**src/rtl/enc_pkg.sv**
```systemverilog
// Shared definitions for the encoder move controller.
//   state_e      : move sequencer states
//   STEP_*       : step codes produced by the quadrature decoder
//   decode_step  : {prev,curr} A/B transition table (AB bit order)
package enc_pkg;

   typedef enum logic [2:0] {
      IDLE   = 3'd0,
      MOVE   = 3'd1,
      SETTLE = 3'd2,
      DONE   = 3'd3,
      FAULT  = 3'd4
   } state_e;

   localparam logic [1:0] STEP_NONE = 2'b00;
   localparam logic [1:0] STEP_INC  = 2'b01;
   localparam logic [1:0] STEP_DEC  = 2'b10;

   // Forward sequence is 00 -> 10 -> 11 -> 01 -> 00 in {A,B} form.
   function automatic logic [1:0] decode_step(input logic [1:0] prev_ab,
                                              input logic [1:0] curr_ab);
      logic [1:0] res;
      case ({prev_ab, curr_ab})
         4'b00_10, 4'b10_11, 4'b11_01, 4'b01_00: res = STEP_INC;
         4'b00_01, 4'b01_11, 4'b11_10, 4'b10_00: res = STEP_DEC;
         default:                                res = STEP_NONE;
      endcase
      return res;
   endfunction

endpackage

```
**src/rtl/quad_step_decoder.sv**
```systemverilog
// Quadrature step decoder.
//   clk, rst_n   : clock, asynchronous active-low reset
//   enc_a, enc_b : raw asynchronous encoder channels
//   step[1:0]    : STEP_NONE / STEP_INC / STEP_DEC, valid for one cycle per transition
//   illegal      : one-cycle pulse when both channels changed between samples
// A raw edge lands in sync2_q on the 2nd clock edge; step/illegal are decoded
// purely from registered samples so the consumer updates on the 3rd edge.
module quad_step_decoder
   import enc_pkg::*;
(
   input  logic       clk,
   input  logic       rst_n,
   input  logic       enc_a,
   input  logic       enc_b,
   output logic [1:0] step,
   output logic       illegal
);

   logic [1:0] sync1_q, sync1_d;
   logic [1:0] sync2_q, sync2_d;
   logic [1:0] prev_q,  prev_d;

   always_comb begin
      sync1_d = {enc_a, enc_b};
      sync2_d = sync1_q;
      prev_d  = sync2_q;
      step    = decode_step(prev_q, sync2_q);
      illegal = ((prev_q ^ sync2_q) == 2'b11);
   end

   always_ff @(posedge clk or negedge rst_n) begin
      if (!rst_n) begin
         sync1_q <= 2'b00;
         sync2_q <= 2'b00;
         prev_q  <= 2'b00;
      end else begin
         sync1_q <= sync1_d;
         sync2_q <= sync2_d;
         prev_q  <= prev_d;
      end
   end

endmodule

```
**src/rtl/encoder_move_ctrl.sv**
```systemverilog
// Closed-loop move sequencer for one quadrature-encoder axis.
//   clk, rst_n     : clock, asynchronous active-low reset
//   enc_a, enc_b   : raw encoder channels
//   cmd_valid/cmd_ready/cmd_target : absolute target command
//   cmd_abort      : stop motion and return to IDLE
//   pos_clear      : zero position (IDLE only)
//   motor_en, motor_dir : registered motor driver pins (dir 1 = increasing count)
//   position       : signed current position (wraps)
//   busy, done, fault   : status (done is a one-cycle pulse, fault is sticky)
//   illegal_cnt    : saturating count of illegal A/B transitions
//   dbg_state      : current FSM state encoding (enc_pkg::state_e)
// Handshake: a command transfers on a rising edge where cmd_valid and
// cmd_ready are both high; cmd_ready is high only in IDLE without abort.
module encoder_move_ctrl
   import enc_pkg::*;
#(
   parameter int POS_W       = 32,
   parameter int TIMEOUT_CYC = 1000,
   parameter int SETTLE_CYC  = 64,
   parameter int TOL         = 1,
   parameter int MAX_RETRY   = 3
) (
   input  logic             clk,
   input  logic             rst_n,
   input  logic             enc_a,
   input  logic             enc_b,
   input  logic             cmd_valid,
   output logic             cmd_ready,
   input  logic [POS_W-1:0] cmd_target,
   input  logic             cmd_abort,
   input  logic             pos_clear,
   output logic             motor_en,
   output logic             motor_dir,
   output logic [POS_W-1:0] position,
   output logic             busy,
   output logic             done,
   output logic             fault,
   output logic [7:0]       illegal_cnt,
   output logic [2:0]       dbg_state
);

   localparam int TMR_MAX = (TIMEOUT_CYC > SETTLE_CYC) ? TIMEOUT_CYC : SETTLE_CYC;
   localparam int TMR_W   = $clog2(TMR_MAX + 1);
   localparam int RTY_W   = $clog2(MAX_RETRY + 2);
   localparam logic [POS_W-1:0] POS_ONE = POS_W'(1);
   localparam logic [POS_W:0]   TOL_V   = (POS_W+1)'(TOL);

   logic [1:0] step;
   logic       illegal;

   quad_step_decoder u_dec (
      .clk     (clk),
      .rst_n   (rst_n),
      .enc_a   (enc_a),
      .enc_b   (enc_b),
      .step    (step),
      .illegal (illegal)
   );

   state_e           state_q, state_d;
   logic [POS_W-1:0] target_q, target_d;
   logic [POS_W-1:0] position_q, position_d;
   logic [POS_W-1:0] pos_base;
   logic [TMR_W-1:0] tmr_q, tmr_d;
   logic [RTY_W-1:0] retry_q, retry_d;
   logic             motor_en_q, motor_en_d;
   logic             motor_dir_q, motor_dir_d;
   logic             done_q, done_d;
   logic             fault_q, fault_d;
   logic [7:0]       illegal_cnt_q, illegal_cnt_d;
   logic             cmd_in_tol, tgt_in_tol;

   // Sign-extended subtract so |tgt-pos| never overflows.
   function automatic logic in_tol(input logic [POS_W-1:0] tgt,
                                   input logic [POS_W-1:0] pos);
      logic [POS_W:0] diff;
      logic [POS_W:0] mag;
      diff = {tgt[POS_W-1], tgt} - {pos[POS_W-1], pos};
      mag  = diff[POS_W] ? -diff : diff;
      return (mag <= TOL_V);
   endfunction

   assign cmd_ready   = (state_q == IDLE) & ~cmd_abort;
   assign busy        = (state_q != IDLE);
   assign motor_en    = motor_en_q;
   assign motor_dir   = motor_dir_q;
   assign position    = position_q;
   assign done        = done_q;
   assign fault       = fault_q;
   assign illegal_cnt = illegal_cnt_q;
   assign dbg_state   = state_q;

   // Position accumulator; a clear in IDLE happens before this cycle's step
   // and before the new-command tolerance check.
   always_comb begin
      pos_base = position_q;
      if (state_q == IDLE && pos_clear) pos_base = '0;
      position_d = pos_base;
      if (step == STEP_INC)      position_d = pos_base + POS_ONE;
      else if (step == STEP_DEC) position_d = pos_base - POS_ONE;

      illegal_cnt_d = illegal_cnt_q;
      if (illegal && illegal_cnt_q != 8'hFF) illegal_cnt_d = illegal_cnt_q + 8'd1;

      cmd_in_tol = in_tol(cmd_target, pos_base);
      tgt_in_tol = in_tol(target_q, position_q);
   end

   always_comb begin
      state_d  = state_q;
      target_d = target_q;
      tmr_d    = tmr_q;
      retry_d  = retry_q;
      fault_d  = fault_q;

      case (state_q)
         IDLE: begin
            if (cmd_valid && cmd_ready) begin
               target_d = cmd_target;
               fault_d  = 1'b0;
               retry_d  = '0;
               tmr_d    = '0;
               state_d  = cmd_in_tol ? DONE : MOVE;
            end
         end
         MOVE: begin
            if (position_q == target_q) begin
               state_d = SETTLE;
               tmr_d   = '0;
            end else if (step != STEP_NONE) begin
               tmr_d = '0;
            end else begin
               tmr_d = tmr_q + TMR_W'(1);
               if (tmr_d == TMR_W'(TIMEOUT_CYC)) state_d = FAULT;
            end
         end
         SETTLE: begin
            if (tmr_q == TMR_W'(SETTLE_CYC - 1)) begin
               tmr_d = '0;
               if (tgt_in_tol) begin
                  state_d = DONE;
               end else if (retry_q < RTY_W'(MAX_RETRY)) begin
                  retry_d = retry_q + RTY_W'(1);
                  state_d = MOVE;
               end else begin
                  state_d = FAULT;
               end
            end else begin
               tmr_d = tmr_q + TMR_W'(1);
            end
         end
         DONE:    state_d = IDLE;
         FAULT:   state_d = IDLE;
         default: state_d = IDLE;
      endcase

      // Abort outranks every other transition and leaves fault untouched.
      if (cmd_abort && state_q != IDLE) begin
         state_d = IDLE;
         fault_d = fault_q;
      end

      if (state_d == FAULT) fault_d = 1'b1;

      // Outputs are registered from the next state; direction tracks the
      // post-step position so an overshoot reverses the motor one cycle later.
      motor_en_d  = (state_d == MOVE);
      motor_dir_d = motor_dir_q;
      if (state_d == MOVE) motor_dir_d = ($signed(target_d) > $signed(position_d));
      done_d      = (state_d == DONE);
   end

   always_ff @(posedge clk or negedge rst_n) begin
      if (!rst_n) begin
         state_q       <= IDLE;
         target_q      <= '0;
         position_q    <= '0;
         tmr_q         <= '0;
         retry_q       <= '0;
         motor_en_q    <= 1'b0;
         motor_dir_q   <= 1'b0;
         done_q        <= 1'b0;
         fault_q       <= 1'b0;
         illegal_cnt_q <= 8'd0;
      end else begin
         state_q       <= state_d;
         target_q      <= target_d;
         position_q    <= position_d;
         tmr_q         <= tmr_d;
         retry_q       <= retry_d;
         motor_en_q    <= motor_en_d;
         motor_dir_q   <= motor_dir_d;
         done_q        <= done_d;
         fault_q       <= fault_d;
         illegal_cnt_q <= illegal_cnt_d;
      end
   end

endmodule

```
**config.mk**
```make
export PLATFORM = sky130hd
export DESIGN_NAME = encoder_move_ctrl
export DESIGN_NICKNAME = d
export VERILOG_FILES = /design/src/rtl/enc_pkg.sv /design/src/rtl/quad_step_decoder.sv /design/src/rtl/encoder_move_ctrl.sv
export SDC_FILE = /design/constraint.sdc
export NUM_CORES = 1
export LEC_CHECK = 0
export CAP_MARGIN = 20
export CORE_MARGIN = 1
export CORE_UTILIZATION = 40
export DETAILED_ROUTE_END_ITERATION = 10
export PLACE_DENSITY = 0.57
export SETUP_SLACK_MARGIN = 0.4
export SKIP_LAST_GASP = 1
export SLEW_MARGIN = 40
export SYNTH_ARGS = -nofsm -noshare
export SYNTH_HDL_FRONTEND = slang
export SYNTH_SLANG_ARGS = --single-unit
export TNS_END_PERCENT = 1
```
**constraint.sdc**
```tcl
create_clock -name clk -period 8.7 [get_ports clk]
set_clock_uncertainty 0.15 [all_clocks]
set_input_delay 1.305 -clock clk [delete_from_list [all_inputs] [get_ports clk]]
set_output_delay 1.305 -clock clk [all_outputs]
set_load 0.03 [all_outputs]
```
==> impl_results.md, run 1 <==
- Reg2reg end: motor_dir
- Starting DRC count in detailed routing: 823
- Req. time, crit path: slightly below 9 ns
- Initial core utilization: 41.15%
- Max Slew Vio Count: 0
- Clk_lat worst skew: 0.37 ns
- Die ar.: 31610 um^2
- Top post-synthesis cells by area: dfrtp_1 (20%), ha_1 (10%), nand2_1 (8.1%)
- Crit path max fanout: 46
- Netlist Area Pre-Place: about 12000 um^2
- Post-CTS Hold Fix Bufs: 0
- Final HPWL from detailed placement: between 30000 and 40000 um
- Critical-path cell list: clkdlybuf4s50_1, nand2_1, buf_4, nand2_1, ha_1, a21oi_1, o221ai_1, o21a_1, or3_1, a2111o_1, nor4_4, nand4_2, o211a_1, a311o_1, or4_4, a2111oi_4, nor4_2, mux2_4
- Clock sinks: between 90 and 100
- I/O pin cnt: ~90
- Height of the die: 177.8 um
- Slowest cell on the critical path: a2111o_1
- Vias: around 13000
- Final number of hold-violating endpoints: 0
- Resized cells post-CTS: 0
- CTS Buffer Depth: 2
- GRT overflow: 0
- Hold depth: 0
- Drt wl/cell: slightly above 20 um
- Chip Width: approximately 180 um
- Synth top area share: around 20%
- WP data arrival: 7.20 ns
- DR vias/cell: 6.095
- Slowest stage delay, CP: between 0.5 and 0.6 ns
- Largest area contributor in the netlist: dfrtp_1
- Drt total wl: about 43000 um
- Drt first pass iters: 5
- Hold slack: ~0.20 ns
- Total GRT Usage: 27.44%
- Antenna-violating nets left: 0
- Placer Congestion: between 0.9 and 1
- Syn nets: ~1800
- Commonest cells after routing, fill and taps aside: nand2_1 (268), nor2_1 (133), a21oi_1 (112), o21ai_0 (103), ha_1 (103)
- # H-tree levels: 3
- Reg2Reg Depth: 24
- HP Start: u_dec.sync1_q[0]
- Number of port buffers: 87
- Hold endpoint: u_dec.prev_d[0]
- Top FF cell, synth: dfrtp_1
- Period utilization: 81.69%
- Std cell rows: 63
- Number of synthesized register bits: 98
- Area grow syn2layout: 12.01%
- Min-Delay Path Class: flip-flop to flip-flop
- Post-synthesis sequential area ratio: between 15 and 20%
- Reg-to-reg slack, setup: ~1.9 ns
- Root Buffer: clkbuf_16
- # Max-Cap Violations: 0
- First-pass GRT wire length: ~67000 um
- Initial antenna violation count: 0
- Kind of critical path: input port to flip-flop
- Post-layout min period: approximately 7.1 ns
- Busiest layer in global routing: met2
- M1 GR Usage: 36.93%
- # setup viols final: 0
- Fmax: about 140 MHz
- Status: finished, final reports clean
- CTS tree: yes
- Worst setup SP type: input port
- Mean post-synth cell area: about 7.3 um^2
- Drt drc: 0
- Clock Pin Slew Worst Setup and Hold Paths: ~0.080 ns
- Most used cell, CP: nand2_1
- Async SR Flop Fraction: between 90% and 100%
- RSZ-0062 raised after global routing: false
- Worst-Margin Slew: between 0.9 and 1 ns
- EDFF count, synth: 0
- CP endpoint kind: flip-flop
- Distinct cells, synth: 98
- Vias in the first global route: 12172
- Reg2reg start: u_dec.prev_d[0]
- Synthesized instance count: approximately 1700
- Routing usage on met2: roughly 44%
- Share of cells above drive strength 1: roughly 5.2%
- Met3 usage: 3.406%
- Max_slew headroom: around 37%
- Placeable Area: between 30000 and 40000 um^2
- Total negative slack: 0 ns
- CTS Buf Count: 9
- Commonest non-fill, non-tap cell in the layout: nand2_1
- Synth warn: 0
- Final net count: roughly 1900
- Setup bufs post-CTS: 0
- Largest net degree at the start of global routing: 75
- Ant diodes: 0
cells in the mapped netlist (all sizes together), types with 8 or more instances:
library cell and instances:
inv 89, o211ai 12, nand3 58, xor2 38, and2 13, a21o 36, mux2i 13, o21a 22
or2 10, a21oi 116, mux2 9, nand2b 20, nand2 269, nor3 56, o22ai 14, dfrtp 98
ha 103, nand4 56, o21ai 110, a2111oi 10, nor2 133, o31ai 14, nor4 31, buf 14
or4 13, or3 23, a31oi 16, xnor2 44, a211oi 21, nor2b 18, clkbuf 57, a22oi 11
and3 21, and4 8
through the flow:
step           setup WS, ns  utilization (%)  cells  cell area, um^2
6_report              1.593            46.09   2128            13840
2_1_floorplan         1.322                -   1694            12360
3_3_place_gp          1.380            44.94   2111            13500
4_1_cts               1.659            45.98   2127            13810
5_1_grt               1.129            46.09   2128            13840
3_5_place_dp          1.293            45.03   2111            13520
worst max-delay path, delay by kind of cell:
kind / cells / cell delay [ns]
compound gates: 7 / 2.43
fa+ha+maj: 1 / 0.44
buf+inv: 2 / 0.86
mux: 1 / 0.31
simple gates: 7 / 1.85
metal layers:
metal | routed length (um) | up-vias
li1 | - | 6358
met1 | 19640 | 6171
met2 | 19540 | 371
met3 | 2090 | 70
met4 | 1510 | 0
met5 | 0 | -
sequential cells by signal, indices dropped and copies added, names as in the netlist:
name and flops:
fault 1, done 1, u_dec.prev_d 2, u_dec.sync1_q 2, target_q 32, retry_q 3, tmr_q 10, position 32
motor_en 1, u_dec.prev_q 2, illegal_cnt 8, motor_dir 1, dbg_state 3
worst max-delay path by stage:
| stage | endpoint | from | slack (ns) | cells after the start |
|---|---|---|---|---|
| 6_report | motor_dir | pos_clear | 1.59 | 18 |
| 5_1_grt | motor_dir | pos_clear | 1.13 | 18 |
| 4_1_cts | motor_dir | pos_clear | 1.66 | 18 |
| 3_5_place_dp | motor_dir | pos_clear | 1.29 | 18 |
| 3_3_place_gp | motor_dir | pos_clear | 1.38 | 18 |
| 2_1_floorplan | motor_dir | pos_clear | 1.32 | 25 |
layout make-up:
class / instances / area, um^2
fill: 3106 / 16190
timing repair buffer: 99 / 959.7
clock buffer: 9 / 225.2
inverter: 89 / 334.1
multi-input combinational: 1436 / 9323
clock inverter: 7 / 61.31
tap: 390 / 488.0
sequential: 98 / 2452
cell families (layout without fill, tap and decap cells):
logic type / after synthesis / after routing / synth area share [%]
AND/OR/NAND/NOR: 744 / 744 / 29.59
AO/OA/AOI/OAI: 483 / 483 / 26.96
adder cells (fa/ha/maj): 105 / 105 / 10.75
XOR/XNOR: 82 / 82 / 5.811
multiplexers: 22 / 22 / 1.903
flip-flops: 98 / 98 / 19.84
buffers and inverters: 160 / 204 / 5.143
Power of run 1 is not shown: default switching activity piles up to over one toggle a cycle in this logic, so the estimate is an artifact.
==> inputs of run 2 (changes only) <==
clock period = 6.95 ns   (was 8.7 ns; I/O delays follow)
==> run 2 against run 1 <==
  * First-iteration DRC count increased by 14%
  * Global-route usage increased by 0.30 points
  * Design area increased by 3.2%
  * Flip-flop and latch count unchanged
  * Via count increased by 1.0%
  * Worst setup slack got worse by 0.99 ns
  * Cell count increased by 1.7%
==> impl_results.md, run 2 (synthesis gave the netlist of run 1 again) <==
- Kind of critical path: input port to flip-flop
- Crit. Startpoint: pos_clear
- Initial antenna violation count: 0 (unchanged)
- Worst-Margin Slew: 0.8473 ns (-0.09668 ns)
- Largest net degree at the start of global routing: 60 (-20%)
- Vias in the first global route: 12353 (+1.5%)
- Commonest cells after routing, fill and taps aside: nand2_1 (268), nor2_1 (133), a21oi_1 (112), o21ai_0 (102), ha_1 (102)
- Drt drc: 0 (unchanged)
- Height of the die: 177.8 um (unchanged)
- Placer Congestion: 0.9424 (-3.0%)
- Total GRT Usage: 27.74% (+0.30 points)
- # Max-Cap Violations: 0 (unchanged)
- Reg2reg start: dbg_state[1]
- CTS Buf Count: 9 (unchanged)
- Drt total wl: 43010 um (+0.55%)
- Final HPWL from detailed placement: 35470 um (+0.95%)
- Setup bufs post-CTS: 0 (unchanged)
- Routing usage on met2: 44.91% (+0.42 points)
- Number of port buffers: 87 (unchanged)
- Setup WS post-layout: 0.6010 ns (-0.9921 ns)
- Share of cells above drive strength 1: 7.775% (+2.5 points)
- Met3 usage: 2.849% (-0.56 points)
- CTS tree: yes
- Die ar.: 31610 um^2 (unchanged)
- Pre-CTS WS: 0.05993 ns (-1.233 ns)
- Chip Width: 177.8 um (unchanged)
- # H-tree levels: 3 (unchanged)
- Most used cell, CP: nand2_1
- Busiest layer in global routing: met2
- # setup viols final: 0 (unchanged)
- RSZ-0062 raised after global routing: false
- Max_slew headroom: 43.13% (+6.3 points)
- Drt wl/cell: 19.87 um (-1.2%)
- M1 GR Usage: 37.68% (+0.75 points)
- Std cell rows: 63 (unchanged)
- Fill count: 3049 (-1.8%)
- Multi-input logic area: 9365 um^2 (+0.46%)
- Ant diodes: 0 (unchanged)
- Hold slack: 0.2012 ns (-0.002298 ns)
- Post-layout min period: about 6.3 ns
- Placeable Area: 30030 um^2 (unchanged)
- Final net count: 1914 (+2.0%)
- Post-layout util: 47.55% (+1.5 points)
- Vias: 13103 (+1.0%)
- Sequential Area: 2452 um^2 (unchanged)
- CP endpoint kind: flip-flop
- Period utilization: between 90% and 100%
- Total negative slack: 0 ns (unchanged)
- Critical-path cell list: clkdlybuf4s50_1, nand2_1, buf_12, nand2_1, ha_1, a21oi_2, o221ai_1, o21a_1, or3_1, a2111o_1, or2_1, o41ai_1, a32oi_1, or4_1, a2111oi_4, nor4_2, mux2_4
- I/O pin cnt: 88 (unchanged)
- Starting DRC count in detailed routing: 939 (+14%)
- Clk_lat worst skew: 0.37 ns (about the same)
- DR vias/cell: 6.052 (-0.70%)
- Slowest cell on the critical path: or4_1
- Worst setup SP type: input port
- Clock sinks: 98 (unchanged)
- Area grow syn2layout: 15.54%
- Min-Delay Path Class: flip-flop to flip-flop
- Drt first pass iters: 6 (+1)
- Status: finished, final reports clean
- Crit path max fanout: 23 (-50%)
- Clock Pin Slew Worst Setup and Hold Paths: 0.07 ns (about the same)
- Initial core utilization: 41.15% (unchanged)
- Antenna-violating nets left: 0 (unchanged)
- First-pass GRT wire length: 67940 um (+0.81%)
- CTS Buffer Depth: 2 (unchanged)
- WP data arrival: 6.45 ns (-0.75 ns)
- Slowest stage delay, CP: 0.62 ns (+0.08 ns)
- GRT overflow: 0 (unchanged)
- Root Buffer: clkbuf_16
- Final number of hold-violating endpoints: 0 (unchanged)
- Commonest non-fill, non-tap cell in the layout: nand2_1
- Fmax: 157.5 MHz
- HP Start: u_dec.sync1_q[0]
- Max Slew Vio Count: 0 (unchanged)
- Req. time, crit path: 7.05 ns (-1.74 ns)
-- run 2: repair_timing --
action / in CTS / in global routing
pin swaps: 0 / 1
cloned: 0 / 0
hold buffers: 0 / 0
hold endpoints to repair: 0 / 0
setup endpoints to repair: 1 / 3
resized for setup: 2 / 13
-- run 2: area by class of cell --
class,count,area share [%]
sequential,98,17.17
timing repair buffer,136,8.858
tap,390,3.417
inverter,89,2.339
clock inverter,6,0.9551
clock buffer,10,1.674
multi-input combinational,1436,65.58
-- run 2: path summary, 6_finish.rpt --
check	to	slack [ns]	cells after the start
setup / recovery	motor_dir	0.60	17
hold / removal	u_dec.prev_d[0]	0.20	0
setup reg to reg	motor_dir	0.85	18
hold reg to reg	u_dec.prev_d[0]	0.20	0
max in group asynchronous	tmr_q[0]	5.17	2
min in group asynchronous	position[5]	0.49	1
-- run 2: routing by layer --
layer	share of wire (%)	wire length, um
met5	0	0
met4	3.4	1461
met3	5.1	2199
met2	46	19670
met1	46	19680
-- run 2: per-stage QoR --
stage,instance area (um^2),std cells
6_report,14280,2165
5_1_grt,14280,2165
4_1_cts,14210,2165
3_5_place_dp,13830,2149
3_3_place_gp,13810,2149
2_1_floorplan,12370,1694
-- run 2: worst max-delay path: cells and delay by family --
kind,cells,cell delay [ns]
AOI/OAI and AO/OA,7,2.42
adders and majority gates,1,0.41
buffers and inverters,2,0.58
muxes,1,0.31
and+or+nand+nor,6,1.67
Power of run 2 is left out for the same reason.
